File: config.mk
export PLATFORM = sky130hd
export DESIGN_NAME = amplitude_loop_sequencer
export DESIGN_NICKNAME = d
export VERILOG_FILES = /design/src/rtl/amplitude_loop_sequencer.sv
export SDC_FILE = /design/constraint.sdc
export NUM_CORES = 1
export LEC_CHECK = 0
export ABC_AREA = 1
export ABC_CLOCK_PERIOD_IN_PS = 1620
export CORE_ASPECT_RATIO = 1.2
export CORE_UTILIZATION = 35
export DETAILED_ROUTE_END_ITERATION = 6
export GPL_TIMING_DRIVEN = 0
export HOLD_SLACK_MARGIN = 0.15
export SLEW_MARGIN = 20
export SYNTH_ARGS = -nofsm -noshare
export SYNTH_HDL_FRONTEND = slang
export SYNTH_SLANG_ARGS = --single-unit
File: constraint.sdc
create_clock -name clk -period 1.62 [get_ports clk]
set_input_delay 0.162 -clock clk [delete_from_list [all_inputs] [get_ports clk]]
set_output_delay 0.162 -clock clk [all_outputs]
set_load 0.005 [all_outputs]
File: src/rtl/amplitude_loop_sequencer.sv
// Amplitude control loop scheduler: windowed peak detect, scaled error issue, settle wait.
// Optional `DEADBAND_EN suppresses updates whose |setpoint - peak| is within DEADBAND.
module amplitude_loop_sequencer #(
  parameter int WINDOW_LEN = 1024,
  parameter int SETTLE_CYC = 256,
  parameter int GAIN_SHIFT = 4,
  parameter int DEADBAND   = 16
) (
  input  logic               clk,
  input  logic               rst,
  input  logic               enable_i,
  input  logic [15:0]        setpoint_i,
  input  logic signed [15:0] sample_i,
  input  logic               sample_valid_i,
  output logic signed [31:0] eps_o,
  output logic               valid_o,
  output logic               busy_o,
  output logic [1:0]         state_o,
  output logic [15:0]        update_cnt_o
);
  localparam int WW = (WINDOW_LEN > 1) ? $clog2(WINDOW_LEN) : 1;
  localparam int SW = (SETTLE_CYC > 1) ? $clog2(SETTLE_CYC) : 1;
  localparam logic [WW-1:0] WIN_LAST    = WW'(WINDOW_LEN - 1);
  localparam logic [SW-1:0] SETTLE_LAST = SW'(SETTLE_CYC - 1);

  typedef enum logic [1:0] {IDLE = 2'd0, SETTLE = 2'd1, MEASURE = 2'd2, UPDATE = 2'd3} state_t;

  state_t           state;
  logic [SW-1:0]    settle_cnt;
  logic [WW-1:0]    samp_cnt;
  logic [16:0]      peak;
  logic signed [16:0] sx;
  logic [16:0]      abs_s;
  logic signed [17:0] diff;
  logic signed [31:0] eps;
  logic             fire;

  assign state_o = state;

  // 17-bit magnitude so that |-32768| is representable
  always_comb begin
    sx    = {sample_i[15], sample_i};
    abs_s = sx[16] ? 17'(-sx) : 17'(sx);
    diff  = $signed({2'b00, setpoint_i}) - $signed({1'b0, peak});
    eps   = $signed({{14{diff[17]}}, diff}) <<< (16 - GAIN_SHIFT);
  end

`ifdef DEADBAND_EN
  logic [17:0] mag;
  always_comb begin
    mag  = diff[17] ? 18'(-diff) : 18'(diff);
    fire = (mag > 18'(DEADBAND));
  end
`else
  assign fire = 1'b1;
`endif

  always_ff @(posedge clk or negedge rst) begin
    if (!rst) begin
      state        <= IDLE;
      settle_cnt   <= '0;
      samp_cnt     <= '0;
      peak         <= '0;
      eps_o        <= '0;
      valid_o      <= 1'b0;
      busy_o       <= 1'b0;
      update_cnt_o <= '0;
    end else begin
      valid_o <= 1'b0;
      if (!enable_i) begin
        // disable wins in every state, including UPDATE: pending result is dropped
        state      <= IDLE;
        busy_o     <= 1'b0;
        settle_cnt <= '0;
        samp_cnt   <= '0;
        peak       <= '0;
        eps_o      <= '0;
      end else begin
        case (state)
          IDLE: begin
            state      <= SETTLE;
            busy_o     <= 1'b1;
            settle_cnt <= '0;
          end
          SETTLE: begin
            if (settle_cnt == SETTLE_LAST) begin
              state    <= MEASURE;
              peak     <= '0;
              samp_cnt <= '0;
            end else begin
              settle_cnt <= settle_cnt + 1'b1;
            end
          end
          MEASURE: begin
            if (sample_valid_i) begin
              if (abs_s > peak) peak <= abs_s;
              if (samp_cnt == WIN_LAST) state <= UPDATE;
              else samp_cnt <= samp_cnt + 1'b1;
            end
          end
          UPDATE: begin
            if (fire) begin
              eps_o        <= eps;
              valid_o      <= 1'b1;
              update_cnt_o <= update_cnt_o + 1'b1;
            end
            state      <= SETTLE;
            settle_cnt <= '0;
          end
          default: begin
            state  <= IDLE;
            busy_o <= 1'b0;
          end
        endcase
      end
    end
  end
endmodule
==> results.md <==
- FP Rows: 49
- Number of max-cap violations: 0
- First-pass iteration count of the detailed router: 5
- Worst hold path type: in2reg
- Crit-path slowest cell: ha_4
- Final setup viols: 41
- Syn Inst Count: 734
- Pin count of the biggest net entering global routing: 39
- Port buffer count: 74
- Final Max Tran Viols: 0
- Maximum vdd drop: 0.000587 V
- Via density: 4.91
- Post-Syn Area per Cell: 7.33 um2
- Worst EP required: 1.85 ns
- Gr usage total: 19.1%
- Slew margin rel.: 63.1%
- Slew of the pin with the lowest slew margin: 0.554 ns
- Die ar.: 15,900 um2
- Top area cells in the synthesized netlist: dfrtp_1 34%, nand2_1 14%, ha_1 9.5%, inv_1 5.6%, nand3_1 5.3%
- CP max stage delay: 0.21 ns
- Worst-Skew Late Latency: 0.34 ns
- Dominant cell by count in the synthesized netlist: nand2_1
- Failing checks: negative setup slack
- Async S/R FF share, synth: 100%
- Final WL: 15,700 um
- Hold Slack: 0.223 ns
- Pwr dens: 977 nW/um2
- Layout cells sized above 1: 38.5%
- Finished Core Util: 58.2%
- Max Fclk: 492 MHz
- HPWL after DPL: 10,400 um
- Synth top cells by count: 201 x nand2_1, 80 x inv_1, 73 x dfrtp_1
- Number of synthesized flops with an enable pin: 0
- Crit Path Max Fanout: 5
- H-tree depth: 3
- Standby leakage power: 3.98 nW
- Total number of vias: 5,539
- Post-Syn Area: 5380 um2
- Final Wtd Congestion: 0.868
- Min Clock Period, post-route: 2.03 ns
- Grt ovf: 0
- Total CTS buffers: 9
- Drt drc: 0
- Drt initial violations: 295
- Final hold violation count: 0
- Die height: 138 um
- Fillers: 1,296
- CTS tree: done
- Startpoint Class: input port
- Root Driver: clkbuf_16
- Critical path's most frequent cell: nand2_1
- Area grow syn2layout: 62.6%
- Top Ports: 88
- Vias in the first global route: 5,029
- CTS Sinks: 73
- Main synth FF type: dfrtp_1
- Pre-CTS setup slack: -1.26 ns
- Layout Skew: 0.00561 ns
- Unique masters post-synth: 42
- Antenna viol nets, final: 0
- Critical path class: in2reg
- Starting Density: 35.8%
- Ys Warns: 0
- Initial antenna violation count: 0
- Wire length per cell: 13.9 um
- Register area share after synthesis: 34.0%
- Clock slew at reported path FFs: 0.06 ns
- Post-synth top area share: 34.0%
- Clock Path Buffers: 2
- Nets: 996
- Final period util: 125%
- Crit path arrival time: 2.26 ns
- Ant diodes: 0
- Die X: 115 um
- Post-synth top area cell: dfrtp_1
- Status: finished, violations left
- Unrepaired setup endpoints after global routing: yes
- First-pass GRT wire length: 23,900 um
- Setup_tns: -10.01 ns
- Critical Path End Type: register
- Core area: 15,000 um2
- Final setup margin: -0.412 ns
- Synthesis-stage register bit count: 73
- CP Cell Sequence: buf_8 > inv_6 > ha_4 > nand2_4 > nor2_4 > nand3_2 > nand2_1 > nand2_1 > nand2_2 > ha_4 > nand2_1 > inv_1 > o21ai_2 > nand2_2 > a21oi_4 > nand2_4 > buf_12 > clkbuf_16 > nand4_1 > nand2_1
repair_timing:
action,in CTS,in global routing
buffers inserted,41,40
hold endpoints to repair,38,0
endpoints found under the setup margin,58,58
resized for setup,190,136
cloned,2,2
pin swaps,77,97
hold buffers,2,0
state kept, by name (all words and copies together), names as in the netlist:
register      count
samp_cnt         10
eps_o            18
peak             17
state_o           2
valid_o           1
update_cnt_o     16
settle_cnt        8
busy_o            1
layer usage:
| metal | share of wire, % | up-vias | global-route usage [%] |
|---|---|---|---|
| li1 | - | 2769 | - |
| met5 | 0 | - | 0 |
| met2 | 50 | 153 | 32.2 |
| met3 | 4.3 | 37 | 2.99 |
| met1 | 43 | 2580 | 24.8 |
| met4 | 2.9 | 0 | 6.57 |
final timing paths:
kind | slack [ns] | endpoint | cells past startpoint | startpoint
min | 0.22 | samp_cnt[7]$_DFFE_PN0P_ | 3 | enable_i
max reg2reg | -0.38 | peak[9]$_DFFE_PN0P_ | 11 | peak[16]$_DFFE_PN0P_
min in group asynchronous | 0.33 | eps_o[25]$_DFFE_PN0P_ | 2 | rst
min reg2reg | 0.47 | eps_o[20]$_DFFE_PN0P_ | 2 | eps_o[20]$_DFFE_PN0P_
max in group asynchronous | 0.71 | peak[0]$_DFFE_PN0P_ | 3 | rst
max | -0.41 | peak[9]$_DFFE_PN0P_ | 20 | sample_i[1]
logic make-up after synthesis:
group | count (synthesis) | share of synthesized area [%]
AO/OA/AOI/OAI | 87 | 8.54
XOR/XNOR | 24 | 3.91
adder cells (fa/ha/maj) | 42 | 9.91
buffers and inverters | 111 | 9.63
flip-flops | 73 | 34.0
other | 1 | 0.0697
AND/OR/NAND/NOR | 396 | 34.0
through the flow:
step,total power [mW],instances,area (um2)
global placement,4.56,1024,6590
CTS,7.73,1086,7920
floorplan,3.76,746,5590
detailed placement,4.59,1025,6610
finish,8.55,1127,8750
global route,9.04,1127,8750
critical path: cells and delay by family:
family                   cells  cell delay, ns
buffers and inverters        5            0.49
AND/OR/NAND/NOR             11            0.94
adder cells (fa/ha/maj)      2            0.35
AO/OA/AOI/OAI                2            0.32
cells in the final DEF (no fill, tap or decap), types with 16 or more instances in the layout:
cell	synthesis	routed
inv_1	80	55
nand4_1	34	34
ha_4	0	28
nand2_2	4	41
inv_2	4	21
nand3_2	7	27
nand2_1	201	149
buf_6	2	27
xor2_1	17	17
o21ai_0	41	18
nor2_1	65	43
clkdlybuf4s50_1	0	57
dfrtp_1	73	71
buf_4	15	72
nand3_1	57	34
a21oi_1	34	16
power breakdown:
| group | switching (mW) | total, mW | internal, mW |
|---|---|---|---|
| Combinational | 2.11 | 4.06 | 1.95 |
| Clock | 0.832 | 2.36 | 1.52 |
| Sequential | 0.152 | 2.14 | 1.99 |
| Total | 3.09 | 8.55 | 5.46 |
cell type report:
cell class / count / area, um2 / area share (%)
multi-input cells: 562 / 4170 / 47.7
flip-flops and latches: 73 / 1830 / 20.9
repair buffers: 160 / 1560 / 17.8
inverters: 84 / 347 / 3.96
well taps: 204 / 255 / 2.92
plain buffers: 27 / 231 / 2.65
clock buffers: 9 / 225 / 2.57
clock inverters: 7 / 125 / 1.43
repair inverters: 1 / 7.51 / 0.0858
(Power assumes the default switching activity.)
